--- config.mk ---
export PLATFORM = sky130hd
export DESIGN_NAME = dmem_arbiter_flat
export DESIGN_NICKNAME = d
export VERILOG_FILES = /design/src/rtl/dmem_arbiter_if.sv /design/src/rtl/dmem_arbiter.sv /design/src/flat_wrapper.sv
export SDC_FILE = /design/constraint.sdc
export NUM_CORES = 1
export LEC_CHECK = 0
export ABC_AREA = 1
export CAP_MARGIN = 25
export CORE_AREA = 3 3 116 118
export DETAILED_ROUTE_END_ITERATION = 16
export DIE_AREA = 0 0 119 121
export DONT_BUFFER_PORTS = 1
export PLACE_DENSITY = 0.68
export SLEW_MARGIN = 25
export SYNTH_ARGS = -nofsm -noshare
export SYNTH_HDL_FRONTEND = slang
export SYNTH_SLANG_ARGS = --single-unit
--- constraint.sdc ---
create_clock -name clk -period 2.4 [get_ports clk]
set_input_delay 0.48 -clock clk [delete_from_list [all_inputs] [get_ports clk]]
set_output_delay 0.48 -clock clk [all_outputs]
set_load 0.01 [all_outputs]
--- src/rtl/dmem_arbiter_if.sv ---
// dmem_arbiter_if: bus bundle between the data-memory arbiter, its two
// requesters (CPU load/store path, debug/loader port) and the SRAM.
// The slave modport is the arbiter's view; master is the requester/SRAM side.
interface dmem_arbiter_if;
  logic        cpu_req;
  logic [1:0]  cpu_we;
  logic [31:0] cpu_addr;
  logic [31:0] cpu_wdata;
  logic        cpu_ack;
  logic [31:0] cpu_rdata;
  logic        cpu_stall;

  logic        dbg_req;
  logic [1:0]  dbg_we;
  logic [31:0] dbg_addr;
  logic [31:0] dbg_wdata;
  logic        dbg_ack;
  logic [31:0] dbg_rdata;

  logic        mem_read;
  logic [1:0]  mem_write;
  logic [31:0] mem_addr;
  logic [31:0] mem_wdata;
  logic [31:0] mem_rdata;

  logic        busy;

  modport slave (
    input  cpu_req, cpu_we, cpu_addr, cpu_wdata,
    input  dbg_req, dbg_we, dbg_addr, dbg_wdata,
    input  mem_rdata,
    output cpu_ack, cpu_rdata, cpu_stall,
    output dbg_ack, dbg_rdata,
    output mem_read, mem_write, mem_addr, mem_wdata,
    output busy
  );

  modport master (
    output cpu_req, cpu_we, cpu_addr, cpu_wdata,
    output dbg_req, dbg_we, dbg_addr, dbg_wdata,
    output mem_rdata,
    input  cpu_ack, cpu_rdata, cpu_stall,
    input  dbg_ack, dbg_rdata,
    input  mem_read, mem_write, mem_addr, mem_wdata,
    input  busy
  );
endinterface

--- src/rtl/dmem_arbiter.sv ---
// dmem_arbiter: shares the single data-memory SRAM port between the CPU
// load/store path and the debug/loader port. Accesses are serialised by an
// IDLE -> ISSUE (-> RDATA) sequencer; SRAM controls are driven from registers.
// Optional feature macro: DMEM_ARB_STARVE_EN enables a starvation guard that
// forces a waiting debug request through after STARVE_LIMIT lost arbitrations.
module dmem_arbiter #(
  parameter int STARVE_LIMIT = 4
) (
  input logic           clk,
  input logic           rst,
  dmem_arbiter_if.slave bus
);

  localparam logic [1:0] IDLE  = 2'd0;
  localparam logic [1:0] ISSUE = 2'd1;
  localparam logic [1:0] RDATA = 2'd2;

  if (STARVE_LIMIT < 1 || STARVE_LIMIT > 15) begin : g_limit_chk
    $error("dmem_arbiter: STARVE_LIMIT must be in 1..15");
  end

  logic [1:0]  state;
  logic        gnt_dbg;       // owner of the access in flight
  logic [1:0]  acc_we;        // size code of the access in flight
  logic        cpu_ack_q;
  logic        dbg_ack_q;
  logic [31:0] cpu_rdata_q;
  logic [31:0] dbg_rdata_q;
  logic        mem_read_q;
  logic [1:0]  mem_write_q;
  logic [31:0] mem_addr_q;
  logic [31:0] mem_wdata_q;

  logic        any_req;
  logic        sel_dbg;
  logic        starve_fire;
  logic [1:0]  sel_we;
  logic [31:0] sel_addr;
  logic [31:0] sel_wdata;

`ifdef DMEM_ARB_STARVE_EN
  localparam logic [3:0] LIMIT = 4'(STARVE_LIMIT);
  logic [3:0] starve_cnt;

  assign starve_fire = (starve_cnt >= LIMIT);

  // Count IDLE arbitrations debug loses to the CPU; clear once debug is served or withdraws
  always_ff @(posedge clk) begin
    if (rst) begin
      starve_cnt <= 4'd0;
    end else if (!bus.dbg_req) begin
      starve_cnt <= 4'd0;
    end else if (state == IDLE) begin
      if (sel_dbg) begin
        starve_cnt <= 4'd0;
      end else if (bus.cpu_req && starve_cnt != 4'hF) begin
        starve_cnt <= starve_cnt + 4'd1;
      end
    end
  end
`else
  assign starve_fire = 1'b0;
`endif

  // Arbitration: CPU first; debug when the CPU is quiet or the guard fires
  always_comb begin
    any_req   = bus.cpu_req | bus.dbg_req;
    sel_dbg   = bus.dbg_req & (~bus.cpu_req | starve_fire);
    sel_we    = sel_dbg ? bus.dbg_we    : bus.cpu_we;
    sel_addr  = sel_dbg ? bus.dbg_addr  : bus.cpu_addr;
    sel_wdata = sel_dbg ? bus.dbg_wdata : bus.cpu_wdata;
  end

  // Access sequencer: grant and latch in IDLE, command in ISSUE, return load data in RDATA
  always_ff @(posedge clk) begin
    if (rst) begin
      state       <= IDLE;
      gnt_dbg     <= 1'b0;
      acc_we      <= 2'b00;
      cpu_ack_q   <= 1'b0;
      dbg_ack_q   <= 1'b0;
      cpu_rdata_q <= 32'd0;
      dbg_rdata_q <= 32'd0;
      mem_read_q  <= 1'b0;
      mem_write_q <= 2'b00;
      mem_addr_q  <= 32'd0;
      mem_wdata_q <= 32'd0;
    end else begin
      cpu_ack_q <= 1'b0;
      dbg_ack_q <= 1'b0;
      case (state)
        IDLE: begin
          if (any_req) begin
            gnt_dbg     <= sel_dbg;
            acc_we      <= sel_we;
            mem_addr_q  <= sel_addr;
            mem_wdata_q <= sel_wdata;
            mem_read_q  <= (sel_we == 2'b00);
            mem_write_q <= sel_we;
            // a write completes in the same cycle the SRAM sees the command
            if (sel_we != 2'b00) begin
              cpu_ack_q <= ~sel_dbg;
              dbg_ack_q <= sel_dbg;
            end
            state <= ISSUE;
          end
        end
        ISSUE: begin
          mem_read_q  <= 1'b0;
          mem_write_q <= 2'b00;
          if (acc_we == 2'b00) begin
            // SRAM read data lands one cycle later, alongside the ack
            cpu_ack_q <= ~gnt_dbg;
            dbg_ack_q <= gnt_dbg;
            state     <= RDATA;
          end else begin
            state <= IDLE;
          end
        end
        RDATA: begin
          if (gnt_dbg) begin
            dbg_rdata_q <= bus.mem_rdata;
          end else begin
            cpu_rdata_q <= bus.mem_rdata;
          end
          state <= IDLE;
        end
        default: begin
          state <= IDLE;
        end
      endcase
    end
  end

  // Outputs: load data passes straight through during RDATA, then holds
  always_comb begin
    bus.cpu_ack   = cpu_ack_q;
    bus.dbg_ack   = dbg_ack_q;
    bus.cpu_rdata = (state == RDATA && !gnt_dbg) ? bus.mem_rdata : cpu_rdata_q;
    bus.dbg_rdata = (state == RDATA &&  gnt_dbg) ? bus.mem_rdata : dbg_rdata_q;
    bus.cpu_stall = bus.cpu_req & ~cpu_ack_q;
    bus.mem_read  = mem_read_q;
    bus.mem_write = mem_write_q;
    bus.mem_addr  = mem_addr_q;
    bus.mem_wdata = mem_wdata_q;
    bus.busy      = (state != IDLE);
  end

endmodule

--- src/flat_wrapper.sv ---
// flat-port wrapper written by rule: the top's interface ports become plain ports
module dmem_arbiter_flat 
#(
  parameter int STARVE_LIMIT = 4
)
  (clk, rst, bus_cpu_req, bus_cpu_we, bus_cpu_addr, bus_cpu_wdata, bus_dbg_req, bus_dbg_we, bus_dbg_addr, bus_dbg_wdata, bus_mem_rdata, bus_cpu_ack, bus_cpu_rdata, bus_cpu_stall, bus_dbg_ack, bus_dbg_rdata, bus_mem_read, bus_mem_write, bus_mem_addr, bus_mem_wdata, bus_busy);
  dmem_arbiter_if bus_i ();
  input logic clk;
  input logic rst;
  input wire logic [$bits(bus_i.cpu_req)-1:0] bus_cpu_req;
  input wire logic [$bits(bus_i.cpu_we)-1:0] bus_cpu_we;
  input wire logic [$bits(bus_i.cpu_addr)-1:0] bus_cpu_addr;
  input wire logic [$bits(bus_i.cpu_wdata)-1:0] bus_cpu_wdata;
  input wire logic [$bits(bus_i.dbg_req)-1:0] bus_dbg_req;
  input wire logic [$bits(bus_i.dbg_we)-1:0] bus_dbg_we;
  input wire logic [$bits(bus_i.dbg_addr)-1:0] bus_dbg_addr;
  input wire logic [$bits(bus_i.dbg_wdata)-1:0] bus_dbg_wdata;
  input wire logic [$bits(bus_i.mem_rdata)-1:0] bus_mem_rdata;
  output wire logic [$bits(bus_i.cpu_ack)-1:0] bus_cpu_ack;
  output wire logic [$bits(bus_i.cpu_rdata)-1:0] bus_cpu_rdata;
  output wire logic [$bits(bus_i.cpu_stall)-1:0] bus_cpu_stall;
  output wire logic [$bits(bus_i.dbg_ack)-1:0] bus_dbg_ack;
  output wire logic [$bits(bus_i.dbg_rdata)-1:0] bus_dbg_rdata;
  output wire logic [$bits(bus_i.mem_read)-1:0] bus_mem_read;
  output wire logic [$bits(bus_i.mem_write)-1:0] bus_mem_write;
  output wire logic [$bits(bus_i.mem_addr)-1:0] bus_mem_addr;
  output wire logic [$bits(bus_i.mem_wdata)-1:0] bus_mem_wdata;
  output wire logic [$bits(bus_i.busy)-1:0] bus_busy;
  assign bus_i.cpu_req = bus_cpu_req;
  assign bus_i.cpu_we = bus_cpu_we;
  assign bus_i.cpu_addr = bus_cpu_addr;
  assign bus_i.cpu_wdata = bus_cpu_wdata;
  assign bus_i.dbg_req = bus_dbg_req;
  assign bus_i.dbg_we = bus_dbg_we;
  assign bus_i.dbg_addr = bus_dbg_addr;
  assign bus_i.dbg_wdata = bus_dbg_wdata;
  assign bus_i.mem_rdata = bus_mem_rdata;
  assign bus_cpu_ack = bus_i.cpu_ack;
  assign bus_cpu_rdata = bus_i.cpu_rdata;
  assign bus_cpu_stall = bus_i.cpu_stall;
  assign bus_dbg_ack = bus_i.dbg_ack;
  assign bus_dbg_rdata = bus_i.dbg_rdata;
  assign bus_mem_read = bus_i.mem_read;
  assign bus_mem_write = bus_i.mem_write;
  assign bus_mem_addr = bus_i.mem_addr;
  assign bus_mem_wdata = bus_i.mem_wdata;
  assign bus_busy = bus_i.busy;
  dmem_arbiter #(.STARVE_LIMIT(STARVE_LIMIT)) u_core (.clk(clk), .rst(rst), .bus(bus_i));
endmodule
==> results of run 1 <==
[cells in the final DEF (no fill, tap or decap), types with 2 or more instances in the layout]
cell          n
nor2_1       68
buf_12        3
nand2_2       3
bufinv_16     3
nand3_1       5
o21ai_0      86
clkbuf_8      2
inv_1       135
nor2_4        2
buf_4         5
a31oi_1      23
a21oi_1      89
clkinv_2      5
nand2_1     191
clkinvlp_4    2
clkbuf_16    17
dfxtp_1     138
inv_2         6
clkinv_4      2
o21ai_1      21
[layer usage]
metal | vias to the layer above | wire length, um | global-route usage, % | share of wire [%]
met5 | - | 0 | 0 | 0
met1 | 2197 | 6360 | 25.2 | 40
met3 | 17 | 1310 | 7.74 | 8.3
met4 | 0 | 251 | 7.60 | 1.6
met2 | 225 | 7800 | 36.3 | 50
li1 | 2509 | - | - | -
[registers in the layout, indices dropped and copies added, names as in the netlist]
| name | flops |
|---|---|
| u_core.acc_we | 2 |
| u_core.bus.cpu_ack | 1 |
| u_core.bus.dbg_ack | 1 |
| u_core.bus.mem_addr | 32 |
| u_core.bus.mem_read | 1 |
| u_core.bus.mem_wdata | 32 |
| u_core.bus.mem_write | 2 |
| u_core.cpu_rdata_q | 32 |
| u_core.dbg_rdata_q | 32 |
| u_core.gnt_dbg | 1 |
| u_core.state | 2 |
[power by group through the flow]
stage,sequential (W),combinational (W),clock (W)
after floorplan,0.00263,0.000498,0
after global placement,0.00267,0.000560,0
after detailed placement,0.00267,0.000570,0
after CTS,0.00262,0.000571,0.00269
after global routing,0.00264,0.000656,0.00280
final,0.00262,0.000567,0.00265
[final cells by class]
cell class                 count  area, um^2
timing repair buffer           8        97.6
inverter                     141         529
clock buffer                  20         457
tap                          172         215
sequential                   138        2760
multi-input combinational    492        2190
fill                        1232        6170
clock inverter                12         148
[Yosys cell counts (all sizes together)]
cell type | n | area, um^2
dfxtp | 138 | 2760
a31oi | 23 | 144
a21oi | 89 | 445
clkbuf | 22 | 87.6
nand3 | 5 | 25.0
inv | 141 | 529
or2 | 1 | 6.26
o21ai | 107 | 536
buf | 28 | 164
nor3 | 1 | 5.00
nor2 | 71 | 284
nand2 | 195 | 742
[final timing paths]
path                          from                 endpoint  slack [ns]  depth (start not counted)
setup / recovery   u_core.state[1]        bus_cpu_rdata[26]        0.19                          6
hold / removal                 rst    u_core.dbg_rdata_q[1]        0.14                          1
setup reg to reg   u_core.state[0]  u_core.bus.mem_addr[13]        0.74                          5
hold reg to reg   u_core.acc_we[1]         u_core.acc_we[1]        0.46                          2
[worst max-delay path: stages, from the launching register on]
cell and delay [ns]:
dfxtp_1 0.34, inv_2 0.06, nor2_2 0.15, nand2_4 0.17, buf_12 0.20, o21ai_0 0.25
inv_1 0.13
[kinds of logic (layout without fill, tap and decap cells)]
group	count (synthesis)	count (layout)	share of synthesized area (%)
AO/OA/AOI/OAI	219	219	19.6
flip-flops	138	138	48.2
AND/OR/NAND/NOR	273	273	18.5
buffers and inverters	191	181	13.6
[metrics by stage]
stage	setup slack [ns]	hold slack, ns
floorplan	0.856	0.438
global route	0.0105	0.110
CTS	0.0649	0.116
detailed placement	0.523	0.454
finish	0.194	0.139
global placement	0.557	0.443
==> flow_summary.toml, run 1 <==
[detailed_routing]
avgRoutedWirePerCell_um = 16.0
vias = 4948
dr.pass1.iters = 5
drt_iter0_markers = 347
post_drt_via_cell_ratio = 5.03
remaining_drc_errors = 0
ant_nets = 0
drt-total-wl_mm = 15.7

[sta]
slew_headroom_pct = 55.7
rsz0062_at_grt = "no"
final.setup_skew_ns = 0.00652
fmaxAchievable_ghz = 0.453
period_share_pct = 91.9
hold_viol = 0
min_period_ns = 2.21
setup_viol = 0
setup_tns_ns = 0
worst_pin_slew_ns = 0.664
slew_violations = 0

[floorplanning]
die_h_um = 121
ios = 303
dieArea_um2 = 14400
num_rows = 41
core_um2 = 12600
initial_utilization_pct = 45.6
die_w_um = 119

[grt]
grt_usage_pct = 21.5
grt_pass1_vias = 4605
grt_pass1_wl_mm = 24.3
grt_max_degree = 97
antenna_found_initial = 0
grt-ovfl-total = 0

[clocking]
cts_resized = 0
path_clk_slew_ns = 0.06
numCtsBuffers = 17
clkLatencyLatePin_ns = 0.41
cts_hold_buf = 0
post_cts_buffers = 0
cts.sinks = 138
cts_htree_levels = 4
cts_max_path_buffers = 2
root_buffer = "clkbuf_16"
cts_tree = "done"

[worst_setup_path]
end_kind = "output port"
cp.required_ns = 1.92
path_class = "reg2out"
crit_fanout = 33
cp-start-kind = "flip-flop"
cp.arrival_ns = 1.73

[power]
switching_share_pct = 26.1
internal-power_w = 0.00432
power_density_nw_per_um2 = 912
p_leak_nw = 3.36
power.total_w = 0.00584
seqPwrFrac_pct = 44.9
power.switching_w = 0.00152
combinationalPowerShare_pct = 9.7
power.share.clock_pct = 45.4
ir_drop_mv = 0.458

[outcome]
status = "finished, final reports clean"

[placed_design]
gp_congestion = 0.803
place_area_um2 = 5790
numPortBuffers = 0
place_inst = 951
dp_hpwl_mm = 11.3

[hold_path]
hold_class = "in2reg"

[synth]
ys_warn_count = 0
synth.net_count = 989
ys_ff_latch = 138
syn_inst = 821
netlist_area_um2 = 5730
synth_seq_area_share_pct = 48.2
avgSynthCellArea_um2 = 6.98
ys_types = 20

[finish]
fin_cells = 983
antenna_cells = 0
final_layout_size_suffix_gt1_share_pct = 6.54
fin_nets = 966
utilization_pct = 50.9
syn_to_final_growth_pct = 11.7
final_area_um2 = 6400

[flow_run]
drv_cap = 0
Note: power is estimated with default switching activity, not from simulation.
==> run 2, diff against run 1 <==
- GPL_TIMING_DRIVEN: not set -> 0
- SETUP_SLACK_MARGIN: not set -> 0.02
- clock period: 2.4 -> 2.5 ns (I/O delays scaled with it)
==> run 2 against run 1 <==
Wire length grew 11%; worst setup slack gained 0.027 ns; global-route usage grew 2.3 points; sequential share of layout area shrank 0.92 points; first-iteration DRC count shrank 16%; final cell count grew 4.3%; die area is the same; combinational power grew 9.9%; largest cell class unchanged; critical path type unchanged; via count grew 7.4%; register-to-register slack gained 0.24 ns.
==> flow_summary.toml, run 2 (synthesized netlist as in run 1, its figures left out) <==
[clocking]
post_cts_buffers = 0
numCtsBuffers = 17
path_clk_slew_ns = 0.06
cts_hold_buf = 0
cts_max_path_buffers = 2
cts_tree = "done"
root_buffer = "clkbuf_16"
cts.sinks = 138
cts_resized = 0
clkLatencyLatePin_ns = 0.41
cts_htree_levels = 4

[power]
p_leak_nw = 3.43
power_density_nw_per_um2 = 867
ir_drop_mv = 0.465

[flow_run]
drv_cap = 0

[worst_setup_path]
reg2reg_slack_ns = 0.98
cp-start-kind = "flip-flop"
rr_worst_depth = 6
end_kind = "output port"
path_class = "reg2out"
cp.required_ns = 2.00
cp.arrival_ns = 1.78
crit_fanout = 10
reg2reg_to = "u_core.bus.cpu_ack"
r2r-start = "u_core.state[0]"

[floorplanning]
ios = 303
die_w_um = 119
core_um2 = 12600
dieArea_um2 = 14400
num_rows = 41
die_h_um = 121
initial_utilization_pct = 45.6

[finish]
utilization_pct = 52.0
final_area_um2 = 6540
final_common_cell = "nand2_1"
final_layout_size_suffix_gt1_share_pct = 8.91
final_cell_mix = "nand2_1 (191), dfxtp_1 (138), inv_1 (135)"
fin_nets = 1008
syn_to_final_growth_pct = 14.1
antenna_cells = 0

[sta]
worst_pin_slew_ns = 0.607
final.setup.worst_slack_ns = 0.221
fmaxAchievable_ghz = 0.439
period_share_pct = 91.1
slew_headroom_pct = 59.5
final.setup_skew_ns = 0.00812
hold_viol = 0
setup_tns_ns = 0
setup_viol = 0
rsz0062_at_grt = "no"
hold_ws_ns = 0.227
min_period_ns = 2.28
slew_violations = 0

[detailed_routing]
post_drt_via_cell_ratio = 5.18
drt_iter0_markers = 290
vias = 5312
remaining_drc_errors = 0
drt-total-wl_mm = 17.4
dr.pass1.iters = 4
avgRoutedWirePerCell_um = 17.0
ant_nets = 0

[grt]
grt_pass1_vias = 4947
grt_usage_pct = 23.8
grt_max_degree = 17
antenna_found_initial = 0
grt_pass1_wl_mm = 26.7
grt-ovfl-total = 0

[hold_path]
hp-start = "bus_cpu_addr[29]"
hold_class = "in2reg"
holdPathStages = 2
hold_end = "u_core.bus.mem_addr[29]"

[placed_design]
numPortBuffers = 0
place_area_um2 = 5950
gp_congestion = 0.872
dp_hpwl_mm = 13.2
pre_cts_slack_ns = 0.567

[outcome]
status = "finished, final reports clean"
[run 2: changes by cell type in the layout (fill, tap and decap cells not counted), sizes merged]
cell and delta:
clkinvlp +2, clkbuf +22, buf +20, clkinv -2
[run 2: layer usage]
layer	routed length [um]	global-route usage, %
met1	7030	28.0
met4	377	9.20
met5	0	0
met3	1550	8.72
met2	8470	39.6
[run 2: metrics by stage]
step / total power [W] / std cells
floorplan: 0.00300 / 821
global placement: 0.00318 / 993
detailed placement: 0.00319 / 993
CTS: 0.00571 / 1025
global route: 0.00591 / 1025
finish: 0.00567 / 1025
[run 2: cell type report]
cell class              instances  area, um^2
fillers                      1234        6030
flip-flops and latches        138        2760
multi-input cells             492        2190
inverters                     141         529
clock buffers                  20         447
plain buffers                  50         251
well taps                     172         215
clock inverters                12         149
[run 2: how the worst max path moves through the flow]
stage	start	to	slack [ns]
floorplan	u_core.state[1]	bus_cpu_rdata[29]	0.94
global placement	rst	u_core.dbg_rdata_q[0]	0.58
detailed placement	rst	u_core.cpu_rdata_q[22]	0.57
CTS	u_core.state[1]	bus_dbg_rdata[24]	0.11
global route	u_core.state[1]	bus_dbg_rdata[25]	0.03
finish	u_core.state[1]	bus_cpu_rdata[26]	0.22
[run 2: critical path, cell delays in order (launching register included)]
cell and delay (ns):
dfxtp_1 0.34, inv_2 0.06, nor2_2 0.12, nand2_2 0.16
clkbuf_2 0.23, o21ai_0 0.31, inv_1 0.13
[run 2: power breakdown]
group | total [W] | switching [W] | internal (W)
logic | 0.000623 | 0.000429 | 0.000194
registers | 0.00252 | 0.000160 | 0.00236
clock network | 0.00253 | 0.000939 | 0.00159
